## src/rtl/ql_vmem_port.sv

```systemverilog
// ql_vmem_port: slot-based arbiter sharing one SDRAM request port between ZX8301 video
// fetches (slot 0) and CPU/MDV accesses. `VMEM_LATE_CNT_EN adds vid_late_cnt_o.
module ql_vmem_port #(
    parameter int unsigned SLOT_LEN = 8,
    parameter int unsigned ADDR_W   = 19
) (
    input  logic              clk_sys_i,
    input  logic              reset_n_i,
    input  logic [ADDR_W-1:0] vid_addr_i,
    input  logic              vid_rd_i,
    output logic [15:0]       vid_din_o,
    output logic              video_cycle_o,
    input  logic              cpu_req_i,
    input  logic              cpu_we_i,
    input  logic [ADDR_W-1:0] cpu_addr_i,
    input  logic [15:0]       cpu_wdata_i,
    input  logic [1:0]        cpu_be_i,
    output logic              cpu_ack_o,
    output logic [15:0]       cpu_rdata_o,
    output logic              sd_req_o,
    output logic              sd_we_o,
    output logic [ADDR_W-1:0] sd_addr_o,
    output logic [15:0]       sd_wdata_o,
    output logic [1:0]        sd_be_o,
    input  logic              sd_valid_i,
    input  logic [15:0]       sd_rdata_i,
`ifdef VMEM_LATE_CNT_EN
    output logic [15:0]       vid_late_cnt_o,
`endif
    output logic              vid_late_o
);
    localparam int unsigned     CntW     = (SLOT_LEN > 1) ? $clog2(SLOT_LEN) : 1;
    localparam logic [CntW-1:0] SlotLast = CntW'(SLOT_LEN - 1);
    localparam logic [CntW-1:0] SlotHalf = CntW'(SLOT_LEN / 2);
    localparam logic [CntW-1:0] SlotDl   = CntW'(SLOT_LEN / 2 - 2);

    localparam logic [1:0] StIdle    = 2'd0;
    localparam logic [1:0] StVidWait = 2'd1;
    localparam logic [1:0] StCpuWait = 2'd2;

    logic [CntW-1:0]   slot_cnt_q, slot_cnt_d;
    logic [1:0]        state_q, state_d;
    logic              video_cycle_q, video_cycle_d;
    logic [15:0]       vid_din_q, vid_din_d;
    logic              cpu_ack_q, cpu_ack_d;
    logic [15:0]       cpu_rdata_q, cpu_rdata_d;
    logic              sd_req_q, sd_req_d;
    logic              sd_we_q, sd_we_d;
    logic [ADDR_W-1:0] sd_addr_q, sd_addr_d;
    logic [15:0]       sd_wdata_q, sd_wdata_d;
    logic [1:0]        sd_be_q, sd_be_d;
    logic              vid_late_q, vid_late_d;
    logic              dl_miss_q, dl_miss_d;
    logic              late_ret;
    logic              vid_blocked;

    // Commands are registered, so decisions look one cycle ahead at slot_cnt_d.
    always_comb begin
        slot_cnt_d    = (slot_cnt_q == SlotLast) ? '0 : slot_cnt_q + 1'b1;
        video_cycle_d = (slot_cnt_d < SlotHalf);
        state_d       = state_q;
        vid_din_d     = vid_din_q;
        cpu_ack_d     = 1'b0;
        cpu_rdata_d   = cpu_rdata_q;
        sd_req_d      = 1'b0;
        sd_we_d       = sd_we_q;
        sd_addr_d     = sd_addr_q;
        sd_wdata_d    = sd_wdata_q;
        sd_be_d       = sd_be_q;
        dl_miss_d     = dl_miss_q;
        late_ret      = 1'b0;
        vid_blocked   = 1'b0;

        unique case (state_q)
            StIdle: begin
                if (slot_cnt_d == '0 && vid_rd_i) begin
                    sd_req_d  = 1'b1;
                    sd_we_d   = 1'b0;
                    sd_addr_d = vid_addr_i;
                    sd_be_d   = 2'b11;
                    dl_miss_d = 1'b0;
                    state_d   = StVidWait;
                end else if ((slot_cnt_d == '0 || slot_cnt_d == SlotHalf) && cpu_req_i &&
                             !cpu_ack_q) begin
                    // cpu_ack_q guard: requester still holds cpu_req during its ack cycle.
                    sd_req_d   = 1'b1;
                    sd_we_d    = cpu_we_i;
                    sd_addr_d  = cpu_addr_i;
                    sd_wdata_d = cpu_wdata_i;
                    sd_be_d    = cpu_be_i;
                    state_d    = StCpuWait;
                end
            end
            StVidWait: begin
                if (sd_valid_i) begin
                    vid_din_d = sd_rdata_i;
                    late_ret  = dl_miss_q || (slot_cnt_q > SlotDl);
                    state_d   = StIdle;
                end else if (slot_cnt_q == SlotLast) begin
                    dl_miss_d = 1'b1;
                end
            end
            StCpuWait: begin
                if (sd_valid_i) begin
                    cpu_ack_d = 1'b1;
                    if (!sd_we_q) cpu_rdata_d = sd_rdata_i;
                    state_d = StIdle;
                end
                vid_blocked = (slot_cnt_d == '0) && vid_rd_i;
            end
            default: state_d = StIdle;
        endcase

        vid_late_d = vid_late_q | late_ret | vid_blocked;
    end

    always_ff @(posedge clk_sys_i or negedge reset_n_i) begin
        if (!reset_n_i) begin
            slot_cnt_q    <= '0;
            state_q       <= StIdle;
            video_cycle_q <= 1'b1;
            vid_din_q     <= '0;
            cpu_ack_q     <= 1'b0;
            cpu_rdata_q   <= '0;
            sd_req_q      <= 1'b0;
            sd_we_q       <= 1'b0;
            sd_addr_q     <= '0;
            sd_wdata_q    <= '0;
            sd_be_q       <= '0;
            vid_late_q    <= 1'b0;
            dl_miss_q     <= 1'b0;
        end else begin
            slot_cnt_q    <= slot_cnt_d;
            state_q       <= state_d;
            video_cycle_q <= video_cycle_d;
            vid_din_q     <= vid_din_d;
            cpu_ack_q     <= cpu_ack_d;
            cpu_rdata_q   <= cpu_rdata_d;
            sd_req_q      <= sd_req_d;
            sd_we_q       <= sd_we_d;
            sd_addr_q     <= sd_addr_d;
            sd_wdata_q    <= sd_wdata_d;
            sd_be_q       <= sd_be_d;
            vid_late_q    <= vid_late_d;
            dl_miss_q     <= dl_miss_d;
        end
    end

`ifdef VMEM_LATE_CNT_EN
    logic [15:0] late_cnt_q, late_cnt_d;

    assign late_cnt_d = (late_ret && late_cnt_q != 16'hFFFF) ? late_cnt_q + 16'd1 : late_cnt_q;

    always_ff @(posedge clk_sys_i or negedge reset_n_i) begin
        if (!reset_n_i) late_cnt_q <= '0;
        else            late_cnt_q <= late_cnt_d;
    end

    assign vid_late_cnt_o = late_cnt_q;
`endif

    assign vid_din_o     = vid_din_q;
    assign video_cycle_o = video_cycle_q;
    assign cpu_ack_o     = cpu_ack_q;
    assign cpu_rdata_o   = cpu_rdata_q;
    assign sd_req_o      = sd_req_q;
    assign sd_we_o       = sd_we_q;
    assign sd_addr_o     = sd_addr_q;
    assign sd_wdata_o    = sd_wdata_q;
    assign sd_be_o       = sd_be_q;
    assign vid_late_o    = vid_late_q;

endmodule

```

## config.mk

```make
export PLATFORM = sky130hd
export DESIGN_NAME = ql_vmem_port
export DESIGN_NICKNAME = d
export VERILOG_FILES = /design/src/rtl/ql_vmem_port.sv
export SDC_FILE = /design/constraint.sdc
export NUM_CORES = 1
export LEC_CHECK = 0
export BUFFER_PORTS_ARGS = -buffer_cell sky130_fd_sc_hd__buf_2
export CAP_MARGIN = 30
export CORE_ASPECT_RATIO = 1.5
export CORE_MARGIN = 1
export CORE_UTILIZATION = 30
export DETAILED_ROUTE_END_ITERATION = 8
export GPL_TIMING_DRIVEN = 0
export MAX_ROUTING_LAYER = met4
export PLACE_DENSITY_LB_ADDON = 0.25
export SYNTH_ARGS = -nofsm -noshare
export SYNTH_HDL_FRONTEND = slang
export SYNTH_SLANG_ARGS = --single-unit
```

## constraint.sdc

```tcl
create_clock -name clk_sys_i -period 5.3 [get_ports clk_sys_i]
set_clock_uncertainty 0.15 [all_clocks]
set_input_delay 0.53 -clock clk_sys_i [delete_from_list [all_inputs] [get_ports clk_sys_i]]
set_output_delay 0.53 -clock clk_sys_i [all_outputs]
set_load 0.02 [all_outputs]
```

==> reports/metrics.yaml <==
post_cts_buffers: 0
start_util_pct: 31.2
outcome: "finished, final reports clean"
fin_crit_sh_pct: 41.1
hold_violations: 0
first_iter_violations: 60
hold_class: "in2reg"
clk_path_buf_depth: 2
fin_ws_ns: 3.12
layout.nets: 470
cp-end-kind: "flip-flop"
cts.hold.buffers_added: 1
yosysSeqAreaShare_pct: 59.9
synth-seq-cells: 80
netlist_instances: 221
syn-num-nets: 306
viasPerCell: 4.57
worst_slew_pin_slew_ns: 0.452
period_needed_ns: 2.18
synth_top_area_share_pct: 59.2
ant_nets: 0
tns_ns: 0
grt_antenna_before_repair: 0
htree_levels: 3
cts.clk_slew.worst_paths_ns: 0.06
setup_viol: 0
power.leakage_uw: 0.00225
avgSynthCellArea_um2: 15.1
ir_drop_v: 0.000216
startpoint_type: "flip-flop"
grt_max_degree: 53
vias: 2439
dieArea_um2: 11600
place_hpwl_um: 6020
crit_type: "reg2reg"
final_util_pct: 43.6
cts-root-buf: "clkbuf_16"
yosysTopAreaCell: "dfrtp_1"
clkSinkCount: 80
max_slew_margin_pct: 69.8
place_inst: 517
synth_area_um2: 3340
drc_errors: 0
fp.coreArea_um2: 10700
wl_per_cell_um: 14.8
cap_violations: 0
syn_to_final_growth_pct: 39.6
insertion_delay_ns: 0.33
n_fill_cell: 1019
die_x_um: 88.2
die_y_um: 131
io_buffer_count: 151
arrival_ns: 2.24
max_freq_mhz: 459
ys_warn_count: 0
worstPathRequired_ns: 5.36
grt_pass1_vias: 2465
synthTopCellsByArea: "dfrtp_1 59%, mux2_2 13%, o32a_1 5.7%"
cts_buffers: 9
cts_resized: 0
first_pass_iters: 4
grt_pass1_wl_um: 12300
gp_congestion: 0.735
track_usage_pct: 14.5
whs_ns: 0.258
n_antenna_cell: 0
drt_wl_total_um: 7890
rows: 46
drive_gt1_share_pct: 59.2
slew_viol_final: 0
gr-total-overflow: 0
cts_tree: "done"
rsz0062_at_grt: "false"
worstPathMaxFanout: 10
ys_types: 34
io_pins: 152
place_ws_ns: 3.11
pwr_density_cell_nw_per_um2: 602
final_cells: 534
## where the power goes
part | internal, µW | switching, µW | total [µW]
Combinational | 461 | 612 | 1070
Sequential | 890 | 134 | 1020
Clock | 473 | 237 | 710
Total | 1820 | 982 | 2810
## per-layer routing
| metal | global-route usage (%) | share of wire (%) | vias to the layer above |
|---|---|---|---|
| li1 | - | - | 1146 |
| met1 | 14.9 | 37 | 1199 |
| met2 | 25.3 | 54 | 83 |
| met3 | 4.40 | 6.4 | 11 |
| met4 | 5.65 | 2.0 | 0 |
| met5 | - | 0 | - |
## state kept, by name, summed over array words and instances, names as in the netlist
register,cells
dl_miss_q,1
vid_late_o,1
sd_wdata_o,16
sd_be_o,2
cpu_rdata_o,16
vid_din_o,16
slot_cnt_q,3
state_q,2
cpu_ack_o,1
sd_addr_o,19
sd_we_o,1
sd_req_o,1
video_cycle_o,1
## worst max-delay path, cell delays in order (launching register included)
cell	delay, ns
dfrtp_1	0.41
ha_1	0.21
ha_1	0.35
and2b_4	0.24
nor2_8	0.20
buf_12	0.18
mux2_4	0.30
## synthesized netlist by cell type (all sizes together)
library cell   n
dfrtp         79
mux2          48
o21a          19
o32a          19
buf            9
inv            8
ha             7
a21oi          4
nand2          3
nand2b         3
a31oi          2
clkbuf         2
nand3b         2
nand4b         2
nor2           2
o22a           2
o22ai          2
a211oi         1
and2           1
and2b          1
dfstp          1
mux2i          1
nor2b          1
o21ai          1
o2bb2ai        1
## path summary, 6_finish.rpt
path                               start            end  cells past startpoint  slack, ns
max                        slot_cnt_q[0]  sd_wdata_o[8]                      6       3.12
min                          cpu_be_i[0]     sd_be_o[0]                      2       0.26
max reg2reg                slot_cnt_q[0]  sd_wdata_o[8]                      6       3.12
min reg2reg                 sd_addr_o[1]   sd_addr_o[1]                      1       0.33
max in group asynchronous      reset_n_i  sd_wdata_o[2]                      3       3.87
min in group asynchronous      reset_n_i   sd_addr_o[1]                      2       0.53
## per-stage QoR
stage	area (µm²)	total power [µW]
final	4660	2810
after global routing	4660	2960
after CTS	4660	2850
after detailed placement	4310	2120
after global placement	4280	2100
after floorplan	3340	1710
## logic make-up after synthesis
group / after synthesis / synth area share (%)
simple gates: 15 / 4.01
flops: 80 / 59.9
fa+ha+maj: 7 / 2.62
compound gates: 51 / 12.6
mux: 49 / 17.5
buf+inv: 19 / 3.37
## placed cells by master (no fill, tap or decap), types with 3 or more instances in the layout
cell and instances:
bufinv_16 3, inv_1 8, buf_2 155, clkbuf_16 9, clkbuf_1 3, a21oi_1 3, ha_1 7, mux2_4 9
o32a_1 19, mux2_2 39, o21a_1 19, dfrtp_1 79
## layout make-up
cell class	count	area, µm²	area share, %
buffer	11	82.6	1.77
tap	144	180	3.86
sequential	80	2000	42.9
clock buffer	11	243	5.20
inverter	8	30.0	0.644
multi-input combinational	122	1230	26.3
clock inverter	5	104	2.23
timing repair buffer	153	796	17.1
(Power assumes the default switching activity.)
